===== config.mk =====
export PLATFORM = sky130hd
export DESIGN_NAME = adc1bit
export DESIGN_NICKNAME = d
export VERILOG_FILES = /design/src/rtl/adc1bit.sv
export SDC_FILE = /design/constraint.sdc
export NUM_CORES = 1
export LEC_CHECK = 0
export BUFFER_PORTS_ARGS = -buffer_cell sky130_fd_sc_hd__buf_2
export CELL_PAD_IN_SITES_DETAIL_PLACEMENT = 1
export CELL_PAD_IN_SITES_GLOBAL_PLACEMENT = 1
export CORE_MARGIN = 1
export CORE_UTILIZATION = 50
export DETAILED_ROUTE_END_ITERATION = 8
export PLACE_DENSITY_LB_ADDON = 0.1
export SLEW_MARGIN = 20
export SYNTH_ARGS = -nofsm -noshare
export SYNTH_HDL_FRONTEND = slang
export SYNTH_SLANG_ARGS = --single-unit

===== constraint.sdc =====
create_clock -name clk -period 4.4 [get_ports clk]
set_input_delay 0.22 -clock clk [delete_from_list [all_inputs] [get_ports clk]]
set_output_delay 0.22 -clock clk [all_outputs]
set_load 0.005 [all_outputs]

===== src/rtl/adc1bit.sv =====
`default_nettype none
// ============================================================================
// Module  : adc1bit
// Brief   : 1-bit delta-sigma receiver, 2nd-order CIC decimator by 2^LOG2_R.
// Revision: 1.0  initial release
// ============================================================================
module adc1bit #(
   parameter int WIDTH  = 8,
   parameter int LOG2_R = 8
) (
   input  logic             clk,
   input  logic             rst_n,
   input  logic             en,
   input  logic             bit_in,
   output logic [WIDTH-1:0] sample,
   output logic             sample_valid,
   output logic             settled
);

   localparam int N     = 2 * LOG2_R + 1;
   localparam int SHIFT = 2 * LOG2_R - WIDTH;
   localparam logic [N-1:0] c_SAT = N'((64'd1 << WIDTH) - 64'd1);

   logic [1:0]        r_sync;
   logic [N-1:0]      r_i1;
   logic [N-1:0]      r_i2;
   logic [N-1:0]      r_i2_d;
   logic [N-1:0]      r_c1_d;
   logic [LOG2_R-1:0] r_cnt;
   logic [WIDTH-1:0]  r_sample;
   logic              r_valid;
   logic              r_seen_one;
   logic              r_settled;

   logic              w_event;
   logic [N-1:0]      w_x;
   logic [N-1:0]      w_c1;
   logic [N-1:0]      w_c2;
   logic [N-1:0]      w_y;
   logic [WIDTH-1:0]  w_sat;

   assign w_event = en && (r_cnt == {LOG2_R{1'b1}});
   assign w_x     = {{(N-1){1'b0}}, r_sync[1]};
   assign w_c1    = r_i2 - r_i2_d;
   assign w_c2    = w_c1 - r_c1_d;
   assign w_y     = w_c2 >> SHIFT;
   // Only an all-ones stream reaches R^2, one code above full scale.
   assign w_sat   = (w_y > c_SAT) ? {WIDTH{1'b1}} : w_y[WIDTH-1:0];

   always_ff @(posedge clk or negedge rst_n) begin
      if (!rst_n) begin
         r_sync     <= '0;
         r_i1       <= '0;
         r_i2       <= '0;
         r_i2_d     <= '0;
         r_c1_d     <= '0;
         r_cnt      <= '0;
         r_sample   <= '0;
         r_valid    <= 1'b0;
         r_seen_one <= 1'b0;
         r_settled  <= 1'b0;
      end else begin
         // A strobe scheduled on the last enabled cycle completes even if en drops.
         r_valid <= w_event;
         if (en) begin
            r_sync <= {r_sync[0], bit_in};
            r_i1   <= r_i1 + w_x;
            r_i2   <= r_i2 + r_i1;
            r_cnt  <= r_cnt + 1'b1;
            if (w_event) begin
               r_i2_d     <= r_i2;
               r_c1_d     <= w_c1;
               r_sample   <= w_sat;
               r_seen_one <= 1'b1;
               r_settled  <= r_settled | r_seen_one;
            end
         end
      end
   end

   assign sample       = r_sample;
   assign sample_valid = r_valid;
   assign settled      = r_settled;

endmodule
`default_nettype wire


---- Word-level counts from Yosys, hierarchy flattened ----
Cells that the tools add are included.
cells by class
  $add $sub $neg .......................... 5
  $lt $le $gt $ge ......................... 1
  equal/unequal tests ..................... 1
  muxes and demuxes ....................... 1
  bitwise operators ....................... 1
  reduce and logical (&&, ||, !) cells .... 2
operators with widths
  kind                                                            count
  subtractor 17 bit                                               2
  adder 17 x 1 -> 17 bit                                          1
  adder 17 bit                                                    1
  greater-than comparator 9 x 8 -> 1 bit (second input constant)  1
  adder 8 x 1 -> 8 bit (second input constant)                    1
  == test 8 bit (second input constant)                           1
  2-to-1 mux 8 bit                                                1
  AND reduction 2 bit                                             1
  logical AND 1 bit                                               1
  OR 1 bit                                                        1
storage, ports and cells
  flip-flop bits (word level) ............. 89
  bits of input ports ..................... 4

---- Depth between registers and ports, before layout ----
  word-level depth ........................ 4
  depth in mapped cells ................... 17
  mapped depth without buffers ............ 17

---- Least setup slack after synthesis ----
OpenSTA, ideal clock, no wires.
  path kind ............................... flip-flop to flip-flop
  start point ............................. register r_i2[0]
  end point ............................... register r_sample[0], in the netlist sample[0]
  setup time .............................. 0.138 ns
  arrival ................................. 3.500 ns
  data required time ...................... 4.262 ns
  slack ................................... 0.762 ns
  cell stages (with the launch flop) ...... 18
  path buffers ............................ 0
  cell sequence ........................... dfrtp_1 > inv_1 > ha_1 > inv_1 > fa_1 > a211oi_1 > o21ai_2 > a31o_2 > a21oi_1 > xnor2_1 > ha_1 > nand4_1 > o21ai_0 > a31oi_1 > o2111a_1 > o211ai_1 > xnor2_2 > a31oi_1
between the ends
  longest elaborated chain between the ends .. 4
RTL lines
  what                                    RTL line  text
  start: declaration                      26        logic [N-1:0] r_i2;
  start signal: assignment                68        r_i2 <= r_i2 + r_i1;
  subtractor 17 bit                       44        assign w_c1 = r_i2 - r_i2_d;
  named net w_c1[10]                      37        logic [N-1:0] w_c1;
  subtractor 17 bit                       45        assign w_c2 = w_c1 - r_c1_d;
  greater-than comparator 9 x 8 -> 1 bit  48        assign w_sat = (w_y > c_SAT) ? {WIDTH{1'b1}} : w_y[WIDTH-1:0];
  2-to-1 mux 8 bit                        48
  end signal: assignment                  73        r_sample <= w_sat;
  end: declaration                        30        logic [WIDTH-1:0] r_sample;
The timed path passes the listed nets, and every way through them passes these cells.
A chain may end at the register's enable or synchronous reset.

---- Final worst setup path ----
  start point ............................. register r_i2[0]
  end point ............................... register r_sample[3], in the netlist sample[3]
between the ends
  longest elaborated chain between the ends .. 4
RTL lines
  what                                    RTL line
  subtractor 17 bit (*)                   44
  named net w_c1[10]                      37
  subtractor 17 bit (*)                   45
  greater-than comparator 9 x 8 -> 1 bit  48
  2-to-1 mux 8 bit (*)                    48
The timed path passes the listed nets; every way through them passes the cells marked *.

==> flow_metrics.env <==
export IMPL_status="complete, no violations"
export IMPL_rsz0062_at_grt="no"
export IMPL_wire_per_inst_um=15.3
export IMPL_post_synth_top_count_cell="dfrtp_1"
export IMPL_p_per_area_nw_per_um2=413
export IMPL_vias_per_cell=5.51
export IMPL_globalplace_congestion=0.793
export IMPL_hpwl_um=8430
export IMPL_register_area_um2=2230
export IMPL_avgSynthCellArea_um2=9.61
export IMPL_worstSetupStartpointType="flip-flop"
export IMPL_endpoint_kind="flip-flop"
export IMPL_required_ns=4.61
export IMPL_start_util_pct=52.2
export IMPL_finalHoldViolCount=0
export IMPL_die_h_um=106
export IMPL_port_buffer_count=13
export IMPL_grt_pass1_vias=4119
export IMPL_final_nets=640
export IMPL_max_slew_margin_rel_pct=54.2
export IMPL_grt_pass1_wl_um=19300
export IMPL_drt_wl_total_um=11000
export IMPL_post_cts_setup_buffers=0
export IMPL_setup_violations_final=0
export IMPL_ctsResizeCount=0
export IMPL_arrival_ns=4.29
export IMPL_postRouteAntennaNets=0
export IMPL_drc=0
export IMPL_synthTopCellsByArea="dfrtp_1 41%, ha_1 12%, xnor2_1 6.0%"
export IMPL_synth_cells=566
export IMPL_grt_use_total_pct=21.5
export IMPL_seq_area_frac_synth_pct=41.0
export IMPL_core_area_um2=10400
export IMPL_timing_final_crit_share_pct=92.8
export IMPL_syn_area_um2=5440
export IMPL_drtIter0Drc=87
export IMPL_die_area_um2=11300
export IMPL_cts_tree="built"
export IMPL_max_cap_violations=0
export IMPL_clkTransAtPathRegs_ns=0.09
export IMPL_setup_slack_ns=0.316
export IMPL_drt_first_pass_iters=4
export IMPL_cts_path_max_buffers=2
export IMPL_n_antenna_cell=0
export IMPL_clk_latency_ns=0.37
export IMPL_crit_type="flip-flop to flip-flop"
export IMPL_crit_fanout=8
export IMPL_wl_met3_um=162
export IMPL_yosys_warnings=0
export IMPL_dp_slack_ns=0.305
export IMPL_ys_async_sr_fraction_pct=100
export IMPL_highest_layer="met4"
export IMPL_synth_cell_types=51
export IMPL_grt_max_degree=56
export IMPL_max_clock_freq_mhz=245
export IMPL_multi_input_area_um2=3000
export IMPL_fin_worst_skew_ns=0.0103
export IMPL_fp_dieW_um=106
export IMPL_hold_buffers=1
export IMPL_slew_viol_final=0
export IMPL_drive_gt1_share_pct=10.2
export IMPL_clkPwrFrac_pct=23.2
export IMPL_netlist_area_leader_share_pct=41.0
export IMPL_final_core_util_pct=56.3
export IMPL_fin_crit_ns=4.08
export IMPL_netSwitchingPower_mw=0.862
export IMPL_fin_setup_tns_ns=0
export IMPL_fill_cells=1193
export IMPL_drt_met1_wl_um=5450
export IMPL_cts_root_buffer_cell="clkbuf_8"
export IMPL_dominantRegCellSynth="dfrtp_1"
export IMPL_synth_commonest_cells="89 x dfrtp_1, 64 x nand2_1, 50 x ha_1"
export IMPL_p_int_mw=1.56
export IMPL_syn_nets=622
export IMPL_hp_class="input port to flip-flop"
export IMPL_num_rows=37
export IMPL_io_pins=14
export IMPL_seq_power_share_pct=42.9
export IMPL_power_mw=2.42
export IMPL_numCtsBuffers=9
export IMPL_layout_cells_non_filler=723
export IMPL_leakagePower_nw=2.91
export IMPL_antenna_found_initial=0
export IMPL_synth_edf_count=0
export IMPL_netSwitchingFraction_pct=35.5
export IMPL_grt_ovfl_total=0
export IMPL_worst_pin_slew_ns=0.687
export IMPL_htree_levels=3
export IMPL_dr_wl_met2_um=5220
export IMPL_yosys_register_bits=89
export IMPL_peakVddDrop_uv=240
export IMPL_clock_sinks=89
export IMPL_place_inst=708
export IMPL_num_vias=3982
export IMPL_pwr_share_comb_pct=33.9
export IMPL_syn2layout_area_growth_pct=7.85
export IMPL_yosys_area_top_type="dfrtp_1"
==> metal layers <==
metal,GRT usage [%],up-vias
met5,0,-
met4,8.63,0
met3,2.58,12
met2,35.7,26
met1,28.5,1936
li1,-,2008
==> path summary, 6_finish.rpt <==
path	startpoint	endpoint	slack [ns]	depth (start not counted)
setup / recovery	r_i2[0]	sample[3]	0.32	17
hold / removal	bit_in	r_sync[0]	0.08	2
setup reg to reg	r_i2[0]	sample[3]	0.32	17
hold reg to reg	settled	settled	0.46	1
max in group asynchronous	rst_n	r_i1[15]	3.00	3
min in group asynchronous	rst_n	sample[7]	0.35	2
==> worst max-delay path: stages (launching register included) <==
cell	delay, ns
dfrtp_1	0.39
inv_1	0.09
ha_1	0.17
inv_1	0.07
fa_1	0.41
a211oi_1	0.33
o21ai_2	0.16
a31o_2	0.27
a21oi_1	0.17
xnor2_1	0.16
ha_1	0.32
nand4_1	0.19
o21ai_0	0.12
a31oi_1	0.23
o2111a_1	0.23
o211ai_1	0.14
xnor2_2	0.34
a31oi_1	0.14
==> registers in the layout, indices dropped and copies added, names as in the netlist, 2 cells and up <==
register / flops
r_cnt: 8
r_sync: 2
sample: 8
r_i1: 17
r_c1_d: 17
r_i2: 17
r_i2_d: 17
==> cells by family after synthesis <==
family / after synthesis / synth area share (%)
fa+ha+maj: 52 / 12.2
simple gates: 143 / 11.8
mux: 19 / 3.89
xor+xnor: 56 / 9.30
compound gates: 152 / 18.0
buf+inv: 55 / 3.82
flops: 89 / 41.0
==> per-stage QoR <==
stage / hold slack, ns / area (um2)
after floorplan: -0.0756 / 5440
after global placement: 0.197 / 5660
after detailed placement: 0.204 / 5660
after CTS: 0.0670 / 5860
after global routing: 0.0724 / 5860
final: 0.0805 / 5860
==> final cells by class <==
cell class                 instances  area share [%]
multi-input combinational        422            51.2
sequential                        89            38.0
tap                              136            2.90
inverter                          44            2.82
clock buffer                      10            2.35
timing repair buffer              18            1.83
clock inverter                     4           0.917
==> cells in the final DEF (no fill, tap or decap), types with 7 or more instances in the layout <==
master | netlist | layout
a21o_1 | 15 | 15
nand2b_1 | 7 | 7
a31oi_1 | 12 | 12
inv_1 | 42 | 42
xnor2_1 | 37 | 37
buf_2 | 1 | 12
o31ai_1 | 7 | 7
nand2_1 | 64 | 64
mux2_2 | 17 | 17
nand3_1 | 14 | 14
nand4_1 | 9 | 9
dfrtp_1 | 89 | 89
a21oi_1 | 33 | 33
xor2_1 | 17 | 17
o21ai_0 | 48 | 48
ha_1 | 50 | 50
clkbuf_8 | 0 | 10
nor2_1 | 32 | 32
==> power groups by stage <==
| stage | logic [mW] | clock network [mW] | registers (mW) |
|---|---|---|---|
| after detailed placement | 0.814 | 0 | 1.05 |
| after global routing | 0.923 | 0.611 | 1.06 |
| final | 0.823 | 0.562 | 1.04 |
| after CTS | 0.830 | 0.582 | 1.04 |
| after global placement | 0.769 | 0 | 1.05 |
| after floorplan | 0.638 | 0 | 1.01 |
No activity file was read; power rests on OpenSTA's default activity.
